==> src/rtl/collision_sequencer.sv <==
// collision_sequencer
//   Per-frame game-loop controller. On each accepted frame_tick it pulses
//   start_move, waits for the enemy mover, then holds detect_collide until the
//   collision detector answers. It then evaluates the result: lives, the
//   invulnerability window and game over. It is the only driver of
//   detect_collide.
//
// Ports
//   clk            in   system clock
//   reset          in   synchronous, active-low
//   frame_tick     in   one-cycle pulse per video frame
//   space_pressed  in   start/restart request (level)
//   move_done      in   enemy mover finished (one-cycle pulse)
//   detect_done    in   detector done (level while detect_collide high)
//   collide_in     in   detector collide, valid while detect_done=1
//   start_move     out  one-cycle pulse: update enemy positions
//   detect_collide out  level request to the detector
//   hit_pulse      out  one-cycle pulse: a counted hit occurred
//   lives          out  remaining lives (3 bits)
//   invuln         out  invulnerability window active
//   game_over      out  lives reached 0
//   frames_alive   out  frames survived since start, saturating (16 bits)
//   overrun        out  sticky: frame_tick arrived while busy
//   timeout_err    out  sticky: a handshake timed out
module collision_sequencer #(
    parameter int LIVES         = 3,
    parameter int INVULN_FRAMES = 60,
    parameter int TIMEOUT       = 255
) (
    input  logic        clk,
    input  logic        reset,
    input  logic        frame_tick,
    input  logic        space_pressed,
    input  logic        move_done,
    input  logic        detect_done,
    input  logic        collide_in,
    output logic        start_move,
    output logic        detect_collide,
    output logic        hit_pulse,
    output logic [2:0]  lives,
    output logic        invuln,
    output logic        game_over,
    output logic [15:0] frames_alive,
    output logic        overrun,
    output logic        timeout_err
);

    typedef enum logic [2:0] {
        IDLE, WAIT_TICK, MOVE, DETECT, EVAL, GAME_OVER
    } state_t;

    localparam logic [2:0] LIVES_INIT = 3'(LIVES);
    localparam logic [7:0] INV_INIT   = 8'(INVULN_FRAMES);
    localparam logic [7:0] TMO        = 8'(TIMEOUT);

    state_t     state;
    logic [7:0] wdog;
    logic [7:0] inv_cnt;
    logic       collide_lat;

    logic       restart;
    logic       hit_now;
    logic [2:0] lives_next;

    function automatic logic [15:0] sat_inc16(input logic [15:0] v);
        return (v == 16'hFFFF) ? v : v + 16'd1;
    endfunction

    function automatic logic [2:0] lives_dec(input logic [2:0] v);
        return (v == 3'd0) ? 3'd0 : v - 3'd1;
    endfunction

    // space_pressed restarts from every state except WAIT_TICK, where the
    // game is already running and idle between frames.
    always_comb begin
        restart    = space_pressed && (state != WAIT_TICK);
        hit_now    = collide_lat && !invuln && (lives != 3'd0);
        lives_next = hit_now ? lives_dec(lives) : lives;
    end

    always_ff @(posedge clk) begin
        if (!reset) begin
            state          <= IDLE;
            start_move     <= 1'b0;
            detect_collide <= 1'b0;
            hit_pulse      <= 1'b0;
            lives          <= LIVES_INIT;
            invuln         <= 1'b0;
            game_over      <= 1'b0;
            frames_alive   <= 16'd0;
            overrun        <= 1'b0;
            timeout_err    <= 1'b0;
            wdog           <= 8'd0;
            inv_cnt        <= 8'd0;
            collide_lat    <= 1'b0;
        end else begin
            start_move <= 1'b0;
            hit_pulse  <= 1'b0;
            if (restart) begin
                // Start, restart after game over, or live restart mid-frame.
                state          <= WAIT_TICK;
                detect_collide <= 1'b0;
                lives          <= LIVES_INIT;
                invuln         <= 1'b0;
                inv_cnt        <= 8'd0;
                game_over      <= 1'b0;
                frames_alive   <= 16'd0;
                overrun        <= 1'b0;
                timeout_err    <= 1'b0;
                wdog           <= 8'd0;
            end else begin
                case (state)
                    WAIT_TICK: begin
                        if (frame_tick) begin
                            state      <= MOVE;
                            start_move <= 1'b1;
                            wdog       <= 8'd0;
                            // The window covers INVULN_FRAMES whole frames:
                            // it only ends on the tick that finds the count
                            // already exhausted.
                            if (invuln) begin
                                if (inv_cnt == 8'd0) invuln <= 1'b0;
                                else inv_cnt <= inv_cnt - 8'd1;
                            end
                        end
                    end
                    MOVE: begin
                        if (frame_tick) overrun <= 1'b1;
                        if (move_done) begin
                            state          <= DETECT;
                            detect_collide <= 1'b1;
                            wdog           <= 8'd0;
                        end else if (wdog == TMO) begin
                            state       <= WAIT_TICK;
                            timeout_err <= 1'b1;
                        end else begin
                            wdog <= wdog + 8'd1;
                        end
                    end
                    DETECT: begin
                        if (frame_tick) overrun <= 1'b1;
                        // wdog==0 marks the first DETECT cycle, where
                        // detect_done may still show the previous answer.
                        if (detect_done && (wdog != 8'd0)) begin
                            collide_lat    <= collide_in;
                            detect_collide <= 1'b0;
                            state          <= EVAL;
                        end else if (wdog == TMO) begin
                            detect_collide <= 1'b0;
                            state          <= WAIT_TICK;
                            timeout_err    <= 1'b1;
                        end else begin
                            wdog <= wdog + 8'd1;
                        end
                    end
                    EVAL: begin
                        if (frame_tick) overrun <= 1'b1;
                        frames_alive <= sat_inc16(frames_alive);
                        if (hit_now) begin
                            hit_pulse <= 1'b1;
                            lives     <= lives_next;
                            invuln    <= (INV_INIT != 8'd0);
                            inv_cnt   <= INV_INIT;
                        end
                        if (lives_next == 3'd0) begin
                            state     <= GAME_OVER;
                            game_over <= 1'b1;
                        end else begin
                            state <= WAIT_TICK;
                        end
                    end
                    IDLE, GAME_OVER: begin
                        // Only space_pressed (handled above) leaves these.
                    end
                    default: state <= IDLE;
                endcase
            end
        end
    end

endmodule
==> config.mk <==
export PLATFORM = sky130hd
export DESIGN_NAME = collision_sequencer
export DESIGN_NICKNAME = d
export VERILOG_FILES = /design/src/rtl/collision_sequencer.sv
export SDC_FILE = /design/constraint.sdc
export NUM_CORES = 1
export LEC_CHECK = 0
export CAP_MARGIN = 25
export CORE_ASPECT_RATIO = 1.4
export CORE_MARGIN = 2
export CORE_UTILIZATION = 59
export DETAILED_ROUTE_END_ITERATION = 8
export GPL_ROUTABILITY_DRIVEN = 0
export HOLD_SLACK_MARGIN = 0.06
export PLACE_DENSITY = 0.95
export SYNTH_ARGS = -nofsm -noshare
export SYNTH_HDL_FRONTEND = slang
export SYNTH_SLANG_ARGS = --single-unit
export TNS_END_PERCENT = 5
==> constraint.sdc <==
create_clock -name clk -period 3.1 [get_ports clk]
set_clock_uncertainty 0.15 [all_clocks]
set_input_delay 0.31 -clock clk [delete_from_list [all_inputs] [get_ports clk]]
set_output_delay 0.31 -clock clk [all_outputs]
set_load 0.01 [all_outputs]
==> run_results.csv <==
group,metric,value,unit
critical_path,critPathTopFamily,"simple AND/OR/NAND/NOR gates",
global_routing,grtUsageTotal,26.8,%
global_routing,antenna_found_initial,0,
synthesis,synth-edff-count,0,
clocking,clock-sinks,46,
place,placedInstanceArea,2860,sq um
clocking,cts_buffer_depth,2,
route,dr_total_vias,2571,
critical_path,cp_cell_sequence,"nor3b_1, nand4_1, or4_1, a21oi_1",
final_layout,areaGrowthSynthToFinish,18.0,%
floorplan,fp.dieH,81.3,microns
floorplan,num_io_pins,33,
timing,rsz0062_at_grt,"false",
clocking,root_buffer,"clkbuf_8",
route,final_antenna_net_count,0,
synthesis,syn_nets,314,
synthesis,yosysSeqAreaShare,36.6,%
critical_path,critPathArrivalTime,2.51,ns
critical_path,crit_fanout,13,
place,dpl.cell_count,367,
route,routed_wl,6.28,mm
final_layout,diodes,0,
synthesis,yosys.area.top_type,"dfxtp_1",
synthesis,ys_seq_elements,46,
global_routing,grt_max_degree,22,
floorplan,rows,28,
global_routing,grt_pass1_vias,2352,
global_routing,grt_pass1_wl,10.3,mm
clocking,ctsHtreeMaxLevel,2,
final_layout,drive_gt1_share,6.08,%
clocking,clk_latency,0.30,ns
critical_path,crit_buf_inv,0,
floorplan,die_w,59.2,microns
clocking,cts_resized,0,
floorplan,die-area,4810,sq um
clocking,numCtsBuffers,5,
clocking,cts.clk_slew.worst_paths,0.08,ns
synthesis,synth-main-ff-cell,"dfxtp_1",
critical_path,path_class,"register to register",
route,drt-wirelength-per-cell,16.8,microns
critical_path,critPathLaunch,"state[2]$_SDFFE_PP0P_",
synthesis,synthDistinctLibCells,56,
synthesis,synth_area,2520,sq um
route,drt_iter0_drc,170,
final_layout,final_cell_mix,"46 x dfxtp_1, 32 x clkdlybuf4s50_1, 27 x a21oi_1",
clocking,postCtsSetupBuffers,0,
synthesis,ys_top_cells_by_area,"dfxtp_1 37%, a21oi_1 5.4%, nand4_1 3.7%",
critical_path,r2r_start,"state[2]$_SDFFE_PP0P_",
floorplan,start_util,60.4,%
critical_path,worst_ep_required_time,3.18,ns
worst_hold_path,hold_class,"register to register",
route,via_per_inst,6.87,
power,vdd_drop_max,0.000327,V
floorplan,core,4170,sq um
timing,timing.max_slew.rel_slack,32.9,%
route,firstDrtPassIters,5,
final_layout,nets,341,
synthesis,yosys_warnings,0,
timing,setup_viol_count_final,0,
route,route.detailed.drc,0,
synthesis,syn_avg_cell_area,8.33,sq um
timing,drv_slew,0,
status,outcome,"finished, final reports clean",
critical_path,worst_path_largest_cell_delay,0.59,ns
timing,period_minus_slack,2.44,ns
timing,tightest_slew,0.998,ns
worst_hold_path,min_from,"inv_cnt[1]$_SDFFE_PP0P_",
timing,period_share,78.6,%
clocking,cts-hold-fix-buffers,0,
job,max_cap_viol_count,0,
final_layout,finalInstanceArea,2970,sq um
critical_path,cpMaxStageDelayCell,"or4_1",
final_layout,layout_commonest_cell,"dfxtp_1",
power,p_per_area,376,nW/um^2
timing,setup_tns,0,ns
critical_path,startpoint_type,"register",
synthesis,syn-instance-count,302,
final_layout,layout.cells.non_filler,374,
synthesis,synth.top_cell.area_share,36.6,%
timing,max_freq,410,MHz
place,io_buffers,32,
clocking,cts_tree,"done",
global_routing,gr-total-overflow,0,
synthesis,async_flop_share,0,%
place,hpwl,4.50,mm
critical_path,cp-end-kind,"register",
power,leakagePower,0.975,nW
timing,hold_violations,0,
## cell usage after synthesis, types with 2 or more instances
library cell / count
nor4_1: 6
ha_1: 5
nand3b_1: 6
nand2_1: 18
or4_1: 10
nor2_1: 14
buf_2: 5
clkbuf_1: 9
o31ai_1: 6
nand4b_1: 2
a31oi_1: 8
o21ai_0: 13
and4_1: 3
xor2_1: 2
a311oi_1: 2
o41ai_1: 4
or2_2: 2
or3_1: 5
nor3_1: 6
dfxtp_1: 46
nand2b_1: 5
a211oi_1: 2
nor3b_1: 3
a21oi_1: 27
mux2i_1: 6
nand4_1: 15
o211ai_1: 7
and2_1: 4
nor2b_1: 2
and3_1: 7
or4b_2: 2
nand3_1: 16
inv_1: 11
## sequential cells by signal, indices dropped and copies added, names as in the netlist
register	cells
overrun	1
start_move	1
inv_cnt	8
hit_pulse	1
timeout_err	1
state	3
wdog	8
invuln	1
detect_collide	1
frames_alive	16
game_over	1
lives	3
collide_lat	1
## layer usage
metal	GRT usage [%]	share of wire (%)
met1	31.5	40
met2	47.0	52
met3	4.94	5.1
met5	0	0
met4	10.7	2.4
## area by class of cell
type,count,area [sq um]
Sequential cell,46,921
Clock buffer,6,82.6
Timing Repair Buffer,35,343
Multi-Input combinational cell,230,1500
Clock inverter,1,30.0
Tap cell,45,56.3
Fill cell,309,1200
Inverter,11,41.3
## path summary, 6_finish.rpt
| path | endpoint | slack, ns | cells past startpoint |
|---|---|---|---|
| max | frames_alive[11]$_SDFFE_PP0P_ | 0.66 | 4 |
| max reg2reg | frames_alive[11]$_SDFFE_PP0P_ | 0.66 | 4 |
| min | inv_cnt[1]$_SDFFE_PP0P_ | 0.33 | 2 |
| min reg2reg | inv_cnt[1]$_SDFFE_PP0P_ | 0.33 | 2 |
## kinds of logic (layout without fill, tap and decap cells)
family,after synthesis,in the layout,share of synthesized area (%)
compound gates,84,84,22.2
xor+xnor,3,3,1.04
flops,46,46,36.6
buf+inv,26,53,4.13
mux,6,6,2.39
fa+ha+maj,5,5,2.49
simple gates,132,132,31.1
## worst min-delay path, delay by kind of cell, from the launching register on
family / cells / cell delay, ns
and+or+nand+nor: 1 / 0.05
DFF: 1 / 0.33
AOI/OAI and AO/OA: 1 / 0.05
## through the flow
| stage | hold slack, ns | total power, mW | util, % | worst slack [ns] |
|---|---|---|---|---|
| after floorplan | 0.277 | 0.650 | - | 1.04 |
| after global placement | 0.302 | 0.671 | 68.5 | 0.816 |
| after detailed placement | 0.312 | 0.673 | 68.5 | 0.699 |
| after CTS | 0.330 | 1.12 | 71.2 | 0.684 |
| after global routing | 0.361 | 1.15 | 71.2 | 0.491 |
| final | 0.326 | 1.12 | 71.2 | 0.663 |
## where the power goes
part	total [mW]	switching, mW	leakage, nW	internal (mW)
registers	0.598	0.00510	0.371	0.592
logic	0.0627	0.0388	0.547	0.0238
clock network	0.455	0.197	0.0573	0.258
total	1.12	0.241	0.975	0.874
(Power assumes the default switching activity.)
